$ cat src/rtl/logic_reset_sequencer.sv
// logic_reset_sequencer: multi-source reset controller for one clock domain.
// Synchronizes active-low reset requests, adds a synchronous soft reset,
// enforces a minimum request-free hold time, then releases the reset domains
// one at a time (bit 0 first) with a fixed spacing between releases.
// Optional build macro LOGIC_RESET_SEQUENCER_COUNTER_EN adds a saturating
// 16-bit count of returns to HOLD from RELEASE or RUN (output reset_count).
module logic_reset_sequencer #(
    parameter int RESETS      = 1,
    parameter int OUTPUTS     = 4,
    parameter int STAGES      = 2,
    parameter int HOLD_CYCLES = 16,
    parameter int STEP_CYCLES = 4
) (
    input  logic               aclk,
    input  logic               areset,
    input  logic [RESETS-1:0]  reset_request_n,
    input  logic               soft_reset,
    output logic [OUTPUTS-1:0] reset_n,
    output logic               ready
`ifdef LOGIC_RESET_SEQUENCER_COUNTER_EN
    ,
    output logic [15:0]        reset_count
`endif
);

    localparam int HOLD_W = (HOLD_CYCLES > 1) ? $clog2(HOLD_CYCLES) : 1;
    localparam int STEP_W = (STEP_CYCLES > 1) ? $clog2(STEP_CYCLES) : 1;
    localparam int IDX_W  = (OUTPUTS > 1) ? $clog2(OUTPUTS) : 1;

    localparam logic [HOLD_W-1:0] HOLD_LAST = HOLD_W'(HOLD_CYCLES - 1);
    localparam logic [STEP_W-1:0] STEP_LAST = STEP_W'(STEP_CYCLES - 1);
    localparam logic [IDX_W-1:0]  IDX_LAST  = IDX_W'(OUTPUTS - 1);

    localparam logic [1:0] ST_HOLD    = 2'd0;
    localparam logic [1:0] ST_RELEASE = 2'd1;
    localparam logic [1:0] ST_RUN     = 2'd2;

    // Parameter sanity: a single flop is not a synchronizer, and zero-length
    // hold/step or zero domains make the sequence meaningless.
    generate
        if (STAGES < 2) begin : g_bad_stages
            $error("logic_reset_sequencer: STAGES must be >= 2");
        end
        if (OUTPUTS < 1) begin : g_bad_outputs
            $error("logic_reset_sequencer: OUTPUTS must be >= 1");
        end
        if (HOLD_CYCLES < 1 || STEP_CYCLES < 1) begin : g_bad_cycles
            $error("logic_reset_sequencer: HOLD_CYCLES and STEP_CYCLES must be >= 1");
        end
    endgenerate

    logic [RESETS-1:0]  sync_q [STAGES];
    logic [RESETS-1:0]  sync_d [STAGES];
    logic [1:0]         state_q, state_d;
    logic [HOLD_W-1:0]  hold_q, hold_d;
    logic [STEP_W-1:0]  step_q, step_d;
    logic [IDX_W-1:0]   idx_q, idx_d;
    logic [OUTPUTS-1:0] rst_n_q, rst_n_d;
    logic               ready_q, ready_d;
    logic               req;

    // Synchronizer chain: each request bit shifts one stage per clock.
    always_comb begin
        sync_d[0] = reset_request_n;
        for (int s = 1; s < STAGES; s++) begin
            sync_d[s] = sync_q[s-1];
        end
    end

    // Synchronizer flops; areset preloads "request asserted" so the domains
    // stay in reset until the chain has been flushed with real input values.
    always_ff @(posedge aclk) begin
        for (int s = 0; s < STAGES; s++) begin
            if (areset) begin
                sync_q[s] <= '0;
            end else begin
                sync_q[s] <= sync_d[s];
            end
        end
    end

    // Soft reset bypasses the synchronizer: it is already in the aclk domain.
    assign req = (~&sync_q[STAGES-1]) | soft_reset;

    // Sequencer next-state: hold, staged release, run; any request aborts to HOLD.
    always_comb begin
        state_d = state_q;
        hold_d  = hold_q;
        step_d  = step_q;
        idx_d   = idx_q;
        rst_n_d = rst_n_q;
        ready_d = ready_q;
        case (state_q)
            ST_HOLD: begin
                rst_n_d = '0;
                ready_d = 1'b0;
                if (req) begin
                    hold_d = '0;
                end else if (hold_q == HOLD_LAST) begin
                    state_d = ST_RELEASE;
                    hold_d  = '0;
                    step_d  = '0;
                    idx_d   = '0;
                end else begin
                    hold_d = hold_q + HOLD_W'(1);
                end
            end
            ST_RELEASE: begin
                if (req) begin
                    state_d = ST_HOLD;
                    rst_n_d = '0;
                    ready_d = 1'b0;
                    hold_d  = '0;
                    step_d  = '0;
                    idx_d   = '0;
                end else if (step_q == STEP_LAST) begin
                    step_d = '0;
                    // Only ever sets bits, so released domains stay released.
                    for (int k = 0; k < OUTPUTS; k++) begin
                        if (idx_q == IDX_W'(k)) begin
                            rst_n_d[k] = 1'b1;
                        end
                    end
                    if (idx_q == IDX_LAST) begin
                        state_d = ST_RUN;
                        ready_d = 1'b1;
                    end else begin
                        idx_d = idx_q + IDX_W'(1);
                    end
                end else begin
                    step_d = step_q + STEP_W'(1);
                end
            end
            ST_RUN: begin
                rst_n_d = '1;
                ready_d = 1'b1;
                if (req) begin
                    state_d = ST_HOLD;
                    rst_n_d = '0;
                    ready_d = 1'b0;
                    hold_d  = '0;
                    step_d  = '0;
                    idx_d   = '0;
                end
            end
            default: begin
                state_d = ST_HOLD;
                rst_n_d = '0;
                ready_d = 1'b0;
                hold_d  = '0;
                step_d  = '0;
                idx_d   = '0;
            end
        endcase
    end

    // Sequencer state registers; areset overrides everything.
    always_ff @(posedge aclk) begin
        if (areset) begin
            state_q <= ST_HOLD;
            hold_q  <= '0;
            step_q  <= '0;
            idx_q   <= '0;
            rst_n_q <= '0;
            ready_q <= 1'b0;
        end else begin
            state_q <= state_d;
            hold_q  <= hold_d;
            step_q  <= step_d;
            idx_q   <= idx_d;
            rst_n_q <= rst_n_d;
            ready_q <= ready_d;
        end
    end

    assign reset_n = rst_n_q;
    assign ready   = ready_q;

`ifdef LOGIC_RESET_SEQUENCER_COUNTER_EN
    logic [15:0] count_q, count_d;
    logic        to_hold;

    // A return to HOLD is a request seen while releasing or running;
    // areset-driven entry into HOLD is deliberately not counted.
    assign to_hold = req && ((state_q == ST_RELEASE) || (state_q == ST_RUN));

    // Saturating event count.
    always_comb begin
        count_d = count_q;
        if (to_hold && (count_q != 16'hFFFF)) begin
            count_d = count_q + 16'd1;
        end
    end

    // Event counter register, cleared only by areset.
    always_ff @(posedge aclk) begin
        if (areset) begin
            count_q <= 16'd0;
        end else begin
            count_q <= count_d;
        end
    end

    assign reset_count = count_q;
`endif

endmodule

$ cat config.mk
export PLATFORM = sky130hd
export DESIGN_NAME = logic_reset_sequencer
export DESIGN_NICKNAME = d
export VERILOG_FILES = /design/src/rtl/logic_reset_sequencer.sv
export SDC_FILE = /design/constraint.sdc
export NUM_CORES = 1
export LEC_CHECK = 0
export CAP_MARGIN = 25
export CORE_UTILIZATION = 40
export CTS_CLUSTER_DIAMETER = 50
export CTS_CLUSTER_SIZE = 25
export DETAILED_ROUTE_END_ITERATION = 8
export GPL_ROUTABILITY_DRIVEN = 0
export GPL_TIMING_DRIVEN = 0
export HOLD_SLACK_MARGIN = 0.06
export PLACE_DENSITY = 0.66
export REMOVE_ABC_BUFFERS = 1
export SYNTH_ARGS = -nofsm -noshare
export SYNTH_HDL_FRONTEND = slang
export SYNTH_SLANG_ARGS = --single-unit
$ cat constraint.sdc
create_clock -name aclk -period 1.93 [get_ports aclk]
set_clock_uncertainty 0.1 [all_clocks]
set_input_delay 0.2895 -clock aclk [delete_from_list [all_inputs] [get_ports aclk]]
set_output_delay 0.2895 -clock aclk [all_outputs]
set_load 0.02 [all_outputs]
==> flow_metrics.tcl <==
set metrics [dict create \
    arrival_ns 1.83 \
    ant_nets 0 \
    status "complete, no violations" \
    crit_type "reg -> reg" \
    cts_resized 0 \
    cts_buffer_depth 2 \
    clk_latency_ns 0.29 \
    syn_area_per_cell_um2 9.224 \
    synth-seq-cells 16 \
    dr_wl_met2_um 661 \
    yosysSeqAreaShare_pct 36.94 \
    power_density_nw_per_um2 548.2 \
    cts_setup_buffers 0 \
    layout_common_cells "16 x dfxtp_1, 9 x ha_1, 8 x nor2_1, 8 x a21oi_1, 8 x clkdlybuf4s50_1" \
    port_buffers 8 \
    drt-total-wl_um 1562 \
    startpoint_type "flop" \
    synthesis.area_um2 867.1 \
    num_io_pins 9 \
    wl_met1_um 803 \
    core-area_um2 2002 \
    drt-initial-drc-count 17 \
    placementRows 16 \
    hold_viol_final 0 \
    grt_use_total_pct 14.70 \
    slew_headroom_pct 66.28 \
    finalSetupTns_ns 0 \
    drt_pass1_iterations 4 \
    grt_max_degree 16 \
    irDropWorstVdd_mv 0.4344 \
    wl_met3_um 46 \
    hold_path_class "reg -> reg" \
    layout_min_cycle_time_ns 1.700 \
    grt_pass1_vias 603 \
    grt_first_pass_wirelength_um 2615 \
    viasPerCell 5.240 \
    place_area_um2 958.4 \
    area_growth_pct 13.13 \
    power_leakage_nw 0.3653 \
    wl_per_cell_um 12.11 \
    multi_input_area_um2 501.7 \
    root_buffer "clkbuf_4" \
    max_freq_ghz 0.5884 \
    yosysUniqueCellTypes 31 \
    drc_errors 0 \
    die_w_um 48.56 \
    ys_warn_count 0 \
    antennaDiodeCount 0 \
    preCtsSetupSlack_ns -0.0004324 \
    path_clk_slew_ns 0.09 \
    chipHeight_um 48.56 \
    die_area_um2 2358 \
    htreeDepth 1 \
    whs_ns 0.3474 \
    finalCritPeriodShare_pct 88.06 \
    cts.sinks 16 \
    reg2reg_slack_ns 0.23 \
    cp-end-kind "flop" \
    final_common_cell "dfxtp_1" \
    cts_made_buffers 3 \
    finalInstanceArea_um2 980.9 \
    syn_inst 94 \
    overflow 0 \
    tightestPinTransition_ns 0.5042 \
    cts_tree "done" \
    setup_violations 0 \
    post-dp-hpwl_um 1140 \
    seqCellArea_um2 320.3 \
    start_util_pct 43.31 \
    vias 676 \
    fill_cells 215 \
    postCtsHoldBufs 0 \
    antenna_found_initial 0 \
    nets 117 \
    layout-drive-gt1-share_pct 7.843 \
    worstPathRequired_ns 2.06 \
    fin_ws_ns 0.2305 \
    drv_slew 0 \
    highest_layer "met4" \
    cp_max_fo 8 \
    grt_setup_unrepaired "false" \
    max_cap_violations 0 \
]
path summary, 6_finish.rpt:
check | from | end | cells after the start
worst max-delay path | hold_q[0]$_SDFFE_PP0N_ | hold_q[0]$_SDFFE_PP0N_ | 5
worst min-delay path | sync_q[0]$_SDFF_PP0_ | sync_q[1]$_SDFF_PP0_ | 1
worst max register to register | hold_q[0]$_SDFFE_PP0N_ | hold_q[0]$_SDFFE_PP0N_ | 5
worst min register to register | sync_q[0]$_SDFF_PP0_ | sync_q[1]$_SDFF_PP0_ | 1
cell families (layout without fill, tap and decap cells):
group | after synthesis | after routing | share of synthesized area (%)
flops | 16 | 16 | 36.94
fa+ha+maj | 9 | 9 | 12.99
mux | 6 | 6 | 8.514
buf+inv | 9 | 17 | 5.194
simple gates | 35 | 35 | 23.52
compound gates | 19 | 19 | 12.84
flip-flops by register name (all words and copies together) (netlist names):
| name | flops |
|---|---|
| ready | 1 |
| reset_n | 3 |
| idx_q | 2 |
| step_q | 2 |
| hold_q | 4 |
| sync_q | 2 |
| state_q | 2 |
cell type report:
type,instances,area share [%]
well taps,27,3.444
inverters,6,2.296
flip-flops and latches,16,32.65
clock buffers,3,2.296
multi-input cells,69,51.15
repair buffers,8,8.163
through the flow:
step	utilization, %	power (mW)	instances
final	49.00	0.5378	129
after global routing	49.00	0.5545	129
after CTS	49.00	0.5459	129
after detailed placement	47.88	0.3614	126
after global placement	47.88	0.3610	126
after floorplan	-	0.3489	91
cell usage after synthesis, drive strengths merged:
cell type / number / area, um2
a21oi: 8 / 40.04
a311oi: 2 / 17.52
a31oi: 3 / 18.77
and2: 1 / 6.260
and3: 2 / 18.77
and3b: 1 / 8.760
buf: 2 / 18.77
clkbuf: 1 / 3.750
dfxtp: 16 / 320.3
ha: 9 / 112.6
inv: 6 / 22.52
mux2: 1 / 11.26
mux2i: 5 / 62.56
nand2: 5 / 18.77
nand2b: 2 / 12.51
nand3: 3 / 15.01
nand3b: 1 / 7.510
nand4: 3 / 18.77
nor2: 8 / 30.03
nor2b: 3 / 26.27
nor3: 2 / 10.01
nor3b: 1 / 7.510
o21ai: 4 / 20.02
o31ai: 2 / 15.01
or3: 1 / 6.260
or4: 1 / 7.510
or4b: 1 / 10.01
critical path, stage by stage (launching register included):
cell      delay, ns
dfxtp_1        0.34
ha_1           0.23
and3_4         0.19
nand2b_1       0.26
or3_1          0.37
a21oi_1        0.15
report_power, final:
| group | switching [mW] | internal [mW] | leakage (nW) | total [mW] |
|---|---|---|---|---|
| Combinational | 0.00959 | 0.0107 | 0.222 | 0.0203 |
| Clock | 0.111 | 0.0728 | 0.0138 | 0.184 |
| Sequential | 0.00107 | 0.332 | 0.129 | 0.333 |
| Total | 0.122 | 0.416 | 0.365 | 0.538 |
metal layers:
layer	track usage, %	vias to the layer above
met5	0	-
met4	10.78	0
met3	1.887	5
met2	21.83	10
met1	19.49	310
li1	-	351
Note: power is estimated with default switching activity, not from simulation.
